$ cat src/rtl/jtbubl_vtimer_gen_pkg.sv
// Shared timing defaults, flag bundle and the modular window helpers used by the video timer.
package jtbubl_vtimer_gen_pkg;

    localparam int DEF_W          = 9;
    localparam int DEF_HCNT_START = 0;
    localparam int DEF_HCNT_END   = 383;
    localparam int DEF_HB_START   = 256;
    localparam int DEF_HB_END     = 383;
    localparam int DEF_HS_START   = 297;
    localparam int DEF_HS_LEN     = 32;
    localparam int DEF_V_START    = 16;
    localparam int DEF_V_END      = 279;
    localparam int DEF_VB_START   = 240;
    localparam int DEF_VB_END     = 279;
    localparam int DEF_VS_START   = 254;
    localparam int DEF_VS_LEN     = 3;

    typedef struct packed {
        logic hinit;
        logic vinit;
        logic lhbl;
        logic lvbl;
        logic hs;
        logic vs;
    } vid_flags_t;

    localparam vid_flags_t FLAGS_RST = '{hinit: 1'b0, vinit: 1'b0, lhbl: 1'b1,
                                         lvbl: 1'b1, hs: 1'b0, vs: 1'b0};

    // a+d folded back into [lo,hi]; |d| never exceeds one range span
    function automatic int add_wrap(int a, int d, int lo, int hi);
        int r;
        r = a + d;
        if (r > hi)      r = r - (hi - lo + 1);
        else if (r < lo) r = r + (hi - lo + 1);
        return r;
    endfunction

    // inclusive window; s>e means the window wraps past the end of the range
    function automatic logic in_win(int v, int s, int e);
        if (s <= e) return (v >= s) && (v <= e);
        return (v >= s) || (v <= e);
    endfunction

endpackage

$ cat src/rtl/jtbubl_vtimer_cnt.sv
// Wrap counter START..END with enable, synchronous reset and a carry on the wrapping step.
module jtbubl_vtimer_cnt #(
    parameter int W     = 9,
    parameter int START = 0,
    parameter int END   = 383
) (
    input  logic         clk,
    input  logic         rst,
    input  logic         en,
    output logic [W-1:0] cnt,
    output logic [W-1:0] nxt,
    output logic         carry
);

    assign carry = en && (cnt == W'(END));
    // nxt is exposed so the parent can decode flags aligned with the new count
    assign nxt   = !en ? cnt : (carry ? W'(START) : cnt + 1'b1);

    always_ff @(posedge clk) begin
        if (rst) cnt <= W'(START);
        else     cnt <= nxt;
    end

endmodule

$ cat src/rtl/jtbubl_vtimer_gen.sv
// Parametrised video timing generator: H/V counters, blanking, syncs, init strobes, render look-ahead.
// Define JTBUBL_VTIMER_SHIFT_EN to enable frame-latched hshift/vshift sync centring.
module jtbubl_vtimer_gen
    import jtbubl_vtimer_gen_pkg::*;
#(
    parameter int W          = DEF_W,
    parameter int HCNT_START = DEF_HCNT_START,
    parameter int HCNT_END   = DEF_HCNT_END,
    parameter int HB_START   = DEF_HB_START,
    parameter int HB_END     = DEF_HB_END,
    parameter int HS_START   = DEF_HS_START,
    parameter int HS_LEN     = DEF_HS_LEN,
    parameter int V_START    = DEF_V_START,
    parameter int V_END      = DEF_V_END,
    parameter int VB_START   = DEF_VB_START,
    parameter int VB_END     = DEF_VB_END,
    parameter int VS_START   = DEF_VS_START,
    parameter int VS_LEN     = DEF_VS_LEN
) (
    input  logic         clk,
    input  logic         rst,
    input  logic         pxl_cen,
    input  logic [3:0]   hshift,
    input  logic [2:0]   vshift,
    output logic [W-1:0] H,
    output logic [W-1:0] vdump,
    output logic [W-1:0] vrender,
    output logic [W-1:0] vrender1,
    output logic         Hinit,
    output logic         Vinit,
    output logic         LHBL,
    output logic         LVBL,
    output logic         HS,
    output logic         VS
);

    localparam int HRANGE = HCNT_END - HCNT_START + 1;
    localparam int VRANGE = V_END - V_START + 1;
    localparam logic [W-1:0] VR_RST  = W'(add_wrap(V_START, 1, V_START, V_END));
    localparam logic [W-1:0] VR1_RST = W'(add_wrap(V_START, 2, V_START, V_END));

    localparam bit H_OK = HCNT_START < HCNT_END
        && HB_START >= HCNT_START && HB_START <= HCNT_END
        && HB_END   >= HCNT_START && HB_END   <= HCNT_END
        && HS_START >= HCNT_START && HS_START <= HCNT_END
        && HS_LEN >= 1 && HS_LEN <= HRANGE && HRANGE >= 8;
    localparam bit V_OK = V_START < V_END
        && VB_START >= V_START && VB_START <= V_END
        && VB_END   >= V_START && VB_END   <= V_END
        && VS_START >= V_START && VS_START <= V_END
        && VS_LEN >= 1 && VS_LEN <= VRANGE && VRANGE >= 4;

    if (!H_OK) begin : g_bad_h
        $error("jtbubl_vtimer_gen: horizontal range or window parameters are inconsistent");
    end
    if (!V_OK) begin : g_bad_v
        $error("jtbubl_vtimer_gen: vertical range or window parameters are inconsistent");
    end

    logic [W-1:0] h_nxt, v_nxt;
    logic         h_carry, v_carry_unused;
    vid_flags_t   flg;
    int           hs_lo, hs_hi, vs_lo, vs_hi;

    jtbubl_vtimer_cnt #(.W(W), .START(HCNT_START), .END(HCNT_END)) u_hcnt (
        .clk(clk), .rst(rst), .en(pxl_cen), .cnt(H), .nxt(h_nxt), .carry(h_carry)
    );

    jtbubl_vtimer_cnt #(.W(W), .START(V_START), .END(V_END)) u_vcnt (
        .clk(clk), .rst(rst), .en(h_carry), .cnt(vdump), .nxt(v_nxt), .carry(v_carry_unused)
    );

`ifdef JTBUBL_VTIMER_SHIFT_EN
    logic signed [3:0] hsh;
    logic signed [2:0] vsh;

    // latched only at frame start so a mid-frame change never tears the syncs
    always_ff @(posedge clk) begin
        if (rst) begin
            hsh <= '0;
            vsh <= '0;
        end else if (pxl_cen && flg.vinit) begin
            hsh <= hshift;
            vsh <= vshift;
        end
    end

    assign hs_lo = add_wrap(HS_START, int'(hsh), HCNT_START, HCNT_END);
    assign vs_lo = add_wrap(VS_START, int'(vsh), V_START, V_END);
`else
    logic unused_shift;
    assign unused_shift = ^{hshift, vshift};
    assign hs_lo = HS_START;
    assign vs_lo = VS_START;
`endif

    assign hs_hi = add_wrap(hs_lo, HS_LEN - 1, HCNT_START, HCNT_END);
    assign vs_hi = add_wrap(vs_lo, VS_LEN - 1, V_START, V_END);

    function automatic logic [W-1:0] v_inc(logic [W-1:0] v);
        return (v == W'(V_END)) ? W'(V_START) : v + 1'b1;
    endfunction

    // flags decode the next counts so they land in the same cycle as H/V
    always_ff @(posedge clk) begin
        if (rst) begin
            flg      <= FLAGS_RST;
            vrender  <= VR_RST;
            vrender1 <= VR1_RST;
        end else if (pxl_cen) begin
            flg.hinit <= h_nxt == W'(HCNT_START);
            flg.vinit <= (h_nxt == W'(HCNT_START)) && (v_nxt == W'(V_START));
            flg.lhbl  <= !in_win(int'(h_nxt), HB_START, HB_END);
            flg.lvbl  <= !in_win(int'(v_nxt), VB_START, VB_END);
            flg.hs    <= in_win(int'(h_nxt), hs_lo, hs_hi);
            if (int'(h_nxt) == hs_lo)
                flg.vs <= in_win(int'(v_nxt), vs_lo, vs_hi);
            if (h_carry) begin
                vrender  <= v_inc(vrender);
                vrender1 <= v_inc(vrender1);
            end
        end
    end

    assign {Hinit, Vinit, LHBL, LVBL, HS, VS} = flg;

endmodule
$ cat config.mk
export PLATFORM = sky130hd
export DESIGN_NAME = jtbubl_vtimer_gen
export DESIGN_NICKNAME = d
export VERILOG_FILES = /design/src/rtl/jtbubl_vtimer_gen_pkg.sv /design/src/rtl/jtbubl_vtimer_cnt.sv /design/src/rtl/jtbubl_vtimer_gen.sv
export SDC_FILE = /design/constraint.sdc
export NUM_CORES = 1
export LEC_CHECK = 0
export ABC_AREA = 1
export CAP_MARGIN = 30
export CORE_ASPECT_RATIO = 1.75
export CORE_UTILIZATION = 24
export DETAILED_ROUTE_END_ITERATION = 8
export HOLD_SLACK_MARGIN = 0.1
export MAX_ROUTING_LAYER = met4
export RECOVER_POWER = 100
export SLEW_MARGIN = 20
export SYNTH_ARGS = -nofsm -noshare
export SYNTH_HDL_FRONTEND = slang
export SYNTH_SLANG_ARGS = --single-unit
$ cat constraint.sdc
create_clock -name clk -period 5.6 [get_ports clk]
set_clock_uncertainty 0.1 [all_clocks]
set_input_delay 0.56 -clock clk [delete_from_list [all_inputs] [get_ports clk]]
set_output_delay 0.56 -clock clk [all_outputs]
set_load 0.005 [all_outputs]
* Word-level counts from Yosys, hierarchy flattened
Index checks and enable logic that the tools add are counted.
** Operators by class
- Add/sub/neg operators :: 4
- Magnitude comparators :: 8
- Equal/unequal tests :: 6
- Mux-type cells :: 19
- Reduce and logical (&&, ||, !) cells :: 16
** Operator list (number)
- $mux 9 :: 6
- $eq 9x9->1 const B :: 5
- $add 9x1->9 const B :: 4
- $le 9x9->1 const B :: 4
- $ge 9x8->1 const B :: 2
- $ge 9x9->1 const B :: 2
- $mux 1 :: 13
- $eq 9x5->1 const B :: 1
- $logic_not 9->1 :: 1
- $logic_and 1x1->1 :: 7
- $logic_or 1x1->1 :: 4
- $reduce_and 2->1 :: 2
- $logic_not 1->1 :: 2
** Word-level totals
- Flip-flop bits (word level) :: 42
- Input bits :: 10

* Longest topological paths before layout
- Word-level depth :: 11
- Mapped depth :: 14

* Cells and area by module
From an unflattened synthesis, not the netlist that was laid out.
** Unflattened totals
- Cell total of the unflattened synthesis :: 347
- Area, all modules :: 2317.2 um^2
** By module, submodules not included
- jtbubl_vtimer_gen :: instances 1, cells an instance 192, area each 1288.7 um^2, seq. area each 480.5 um^2
- jtbubl_vtimer_cnt at u_vcnt :: instances 1, cells an instance 78, area each 531.8 um^2, seq. area each 180.2 um^2
- jtbubl_vtimer_cnt at u_hcnt :: instances 1, cells an instance 77, area each 496.7 um^2, seq. area each 180.2 um^2

* Least setup slack after synthesis
Ideal clock, no wire load.
- Path kind :: input port to flip-flop
- Start point :: input pxl_cen
- End point :: register vrender1[4]
- Library setup time :: 0.125 ns
- Arrival time :: 1.693 ns
- Required time :: 5.375 ns
- Setup slack :: 3.682 ns
- Cell stages on the path :: 10
- Buffers on the path :: 3
- Cell sequence :: buf_4 nand3_2 nor2_4 nand2_1 buf_6 buf_6 nor4_4 inv_1 a21oi_1 o21ai_0
** On the way
- Longest elaborated chain between the ends :: 2
** Ends and longest elaborated chain
- start, declared :: RTL line jtbubl_vtimer_gen.sv:22 : input logic pxl_cen,
- $logic_and 1x1->1 :: RTL line jtbubl_vtimer_cnt.sv:15 : assign carry = en && (cnt == W'(END));
- $reduce_and 2->1 (no line) (*)
- end signal, assigned :: RTL line jtbubl_vtimer_gen.sv:120 : vrender1 <= v_inc(vrender1);
- end, declared :: RTL line jtbubl_vtimer_gen.sv:28 : output logic [W-1:0] vrender1,
Every way passes the cells marked *; elsewhere a longest branch is shown, timed or not.
A chain may end at the register's enable or synchronous reset.

* Worst setup path after layout
- Start point :: input pxl_cen
- End point :: register flg, in the netlist VS
** On the way
- Longest elaborated chain between the ends :: 7
- Elaborated cells between the ends (all ways) :: 13
- Classes of those cells :: order compare (2); eq/ne (1); mux (5); reduce/logical (5)
** Ends and longest elaborated chain
- $logic_and 1x1->1 (2 in series) :: RTL line jtbubl_vtimer_cnt.sv:15
- $mux 9 (2 in series) :: RTL line jtbubl_vtimer_cnt.sv:17 : assign nxt = !en ? cnt : (carry ? W'(START) : cnt + 1'b1);
- $ge 9x8->1 / $le 9x9->1 (equally long branches) :: RTL line jtbubl_vtimer_gen_pkg.sv:41, jtbubl_vtimer_gen_pkg.sv:42
- $logic_or 1x1->1 / $logic_and 1x1->1 (equally long branches) :: RTL line jtbubl_vtimer_gen_pkg.sv:42, jtbubl_vtimer_gen_pkg.sv:41
- $mux 1 :: RTL line jtbubl_vtimer_gen_pkg.sv:42 : return (v >= s) || (v <= e);
- end, declared :: RTL line jtbubl_vtimer_gen.sv:62 : vid_flags_t flg;
Parallel ways exist; a longest one is shown, timed or not.

==> results.toml <==
[timing]
fin_ws_ns = 2.01
fmax_ghz = 0.278
drv_slew = 0
slew_headroom_pct = 10.0
finalSetupViolCount = 0
fin_tns_setup_ns = 0
timing.hold.ws_ns = 0.368
tightest_slew_ns = 1.34
hold_viol_final = 0
period_minus_slack_ns = 3.59
finalCritPeriodShare_pct = 64.2
rsz0062_at_grt = "false"

[floorplan]
io_pins = 52
die-area_um2 = 10700
core_um2 = 9970
start_util_pct = 24.8
fp.dieH_um = 136
rows = 48
die_w_um = 78.7

[synthesis]
synth_area_per_cell_um2 = 6.69
ys_types = 38
yosysSeqAreaShare_pct = 34.0
synth-seq-cells = 42
yosysWarnings = 0
synthCells = 370
syn-cell-area_um2 = 2470
syn_nets = 384

[worst_setup_path]
critPathLaunchType = "input port"
max_stage_delay_ns = 1.01
cp_cell_sequence = "dlygate4sd3_1 -> nand2_1 -> nor2_1 -> nand2_1 -> nor2_1 -> nand3_1 -> nand2_1 -> nand2_1 -> nor2_1 -> nand3_1 -> nand2_1 -> nand3_1 -> a21oi_1"
path_max_fanout = 18
cpMostUsedCell = "nand2_1"
endpoint_kind = "flop"
path_class = "in2reg"
cp.required_ns = 5.71
worstPathArrival_ns = 3.71
slowest_stage = "nor2_1"

[power_and_ir_drop]
max-vdd-ir-drop_v = 0.000160
power.internal_uw = 523
p_leak_uw = 0.00138
swShare_pct = 21.3
powerDensity_nw_per_um2 = 211
p_seq_share_pct = 45.8
p_sw_uw = 142
power_frac_clock_pct = 50.2
power.total_uw = 664
combPwrFrac_pct = 4.0

[grt]
antenna_found_initial = 0
grt_start_max_net_pins = 25
grt_pass1_wl_um = 11000
grt_overflow_total = 0
grtUsageMet1_pct = 13.5
track_usage_pct = 13.4
top_usage_layer = "met2"
met3_usage_pct = 2.15
grt_pass1_vias = 2469
use_met2_pct = 24.1

[placed_design]
hpwl_um = 5000
place.gp.congestion = 0.838
place_ws_ns = 2.09
port_buffers = 44
dp.cells = 532

[hold_path]
hold_path_class = "reg2reg"

[clocking]
root_buffer = "clkbuf_16"
cts-hold-fix-buffers = 0
clk_pin_slew_ns = 0.06
postCtsSetupBuffers = 0
cts_resized = 0
htreeDepth = 2
cts_tree = "built"
clockBufferDepth = 2
clkLatencyLatePin_ns = 0.28
numCtsBuffers = 5
clock_sinks = 42

[final_layout]
antenna-diode-count = 0
fin_cells = 542
layout-drive-gt1-share_pct = 6.95
final_nets = 430
area_delta_synth_final_pct = 27.3

[detailed_routing]
wl_um = 6610
wire_per_inst_um = 12.2
antenna_left = 0
dr.pass1.iters = 5
drcViolationCount = 0
drt_iter0_markers = 126
vias = 2552
detail_route.vias_per_cell = 4.71

[job]
drv_cap = 0

[run_status]
status = "finished, final reports clean"
area by class of cell:
class | instances | area (µm²)
flip-flops and latches | 42 | 841
multi-input cells | 271 | 1340
clock inverters | 2 | 37.5
well taps | 125 | 156
clock buffers | 6 | 129
fillers | 1106 | 6820
inverters | 50 | 188
repair buffers | 46 | 459
metal layers:
layer / up-vias / wire [µm]
li1: 1294 / -
met1: 1165 / 2680
met2: 75 / 3430
met3: 18 / 272
met4: 0 / 227
met5: - / 0
flip-flops by register name (all words and copies together) (netlist names):
signal / cells
VS: 1
LHBL: 1
u_vcnt.cnt: 9
u_hcnt.cnt: 9
LVBL: 1
Vinit: 1
HS: 1
vrender1: 9
vrender: 9
Hinit: 1
cells in the mapped netlist:
library cell / count / area, µm²
and3_1: 1 / 6.26
xor2_1: 4 / 35.0
nand4_1: 8 / 50.1
nor4_1: 4 / 25.0
a211oi_1: 1 / 7.51
o21ai_1: 3 / 15.0
clkbuf_1: 3 / 11.3
a21oi_1: 17 / 85.1
nor4_4: 1 / 21.3
nand3_2: 9 / 90.1
o21ai_0: 9 / 45.0
o21bai_1: 1 / 7.51
nor2_1: 49 / 184
buf_4: 1 / 7.51
nand2_2: 2 / 12.5
buf_8: 1 / 15.0
inv_1: 46 / 173
nand4_4: 1 / 21.3
nor3b_2: 1 / 12.5
nand3b_1: 1 / 7.51
nor3_2: 2 / 20.0
or2_2: 1 / 6.26
nor2_8: 1 / 20.0
and2_1: 1 / 6.26
nand3_1: 27 / 135
clkinv_1: 1 / 3.75
a21oi_2: 1 / 8.76
buf_6: 2 / 22.5
nor2_4: 1 / 11.3
a31oi_1: 2 / 12.5
nor3b_1: 1 / 7.51
nor3_1: 12 / 60.1
dfxtp_1: 42 / 841
inv_2: 3 / 11.3
nor4_2: 2 / 25.0
nand2_1: 100 / 375
nor2_2: 4 / 25.0
ha_1: 4 / 50.1
cells by family after synthesis:
group	synth area share [%]
buf+inv	9.86
fa+ha+maj	2.02
flops	34.0
xor+xnor	1.42
simple gates	45.4
compound gates	7.33
cell usage in the layout (no fill, tap or decap), drive strengths merged:
cell type	n
a211oi	1
a21oi	18
a31oi	2
and2	1
and3	1
buf	1
bufinv	1
clkbuf	7
clkdlybuf4s50	1
clkinv	1
clkinvlp	1
dfxtp	42
dlygate4sd3	43
ha	4
inv	49
nand2	102
nand3	36
nand3b	1
nand4	9
nor2	55
nor3	14
nor3b	2
nor4	7
o21ai	12
o21bai	1
or2	1
xor2	4
metrics by stage:
stage          instance area (µm²)  util (%)
4_1_cts                       3180      31.9
6_report                      3150      31.6
3_3_place_gp                  3010      30.2
5_1_grt                       3150      31.6
2_1_floorplan                 2470         -
3_5_place_dp                  3010      30.2
worst max-delay path: cells and delay by family:
kind	cells	cell delay (ns)
buf+inv	1	0.82
simple gates	11	2.21
compound gates	1	0.11
power groups by stage:
stage / logic [µW] / clock network [µW] / registers [µW]
detailed placement: 26.7 / 0 / 311
global route: 29.4 / 352 / 304
global placement: 26.3 / 0 / 311
floorplan: 15.1 / 0 / 311
CTS: 26.9 / 345 / 304
finish: 26.5 / 334 / 304
final timing paths:
kind | slack (ns) | depth (start not counted) | end | start
worst max-delay path | 2.01 | 13 | VS | pxl_cen
worst min-delay path | 0.37 | 2 | Hinit | Hinit
worst max register to register | 2.46 | 13 | VS | u_hcnt.cnt[0]
worst min register to register | 0.37 | 2 | Hinit | Hinit
Power figures use the tool's default switching activity.
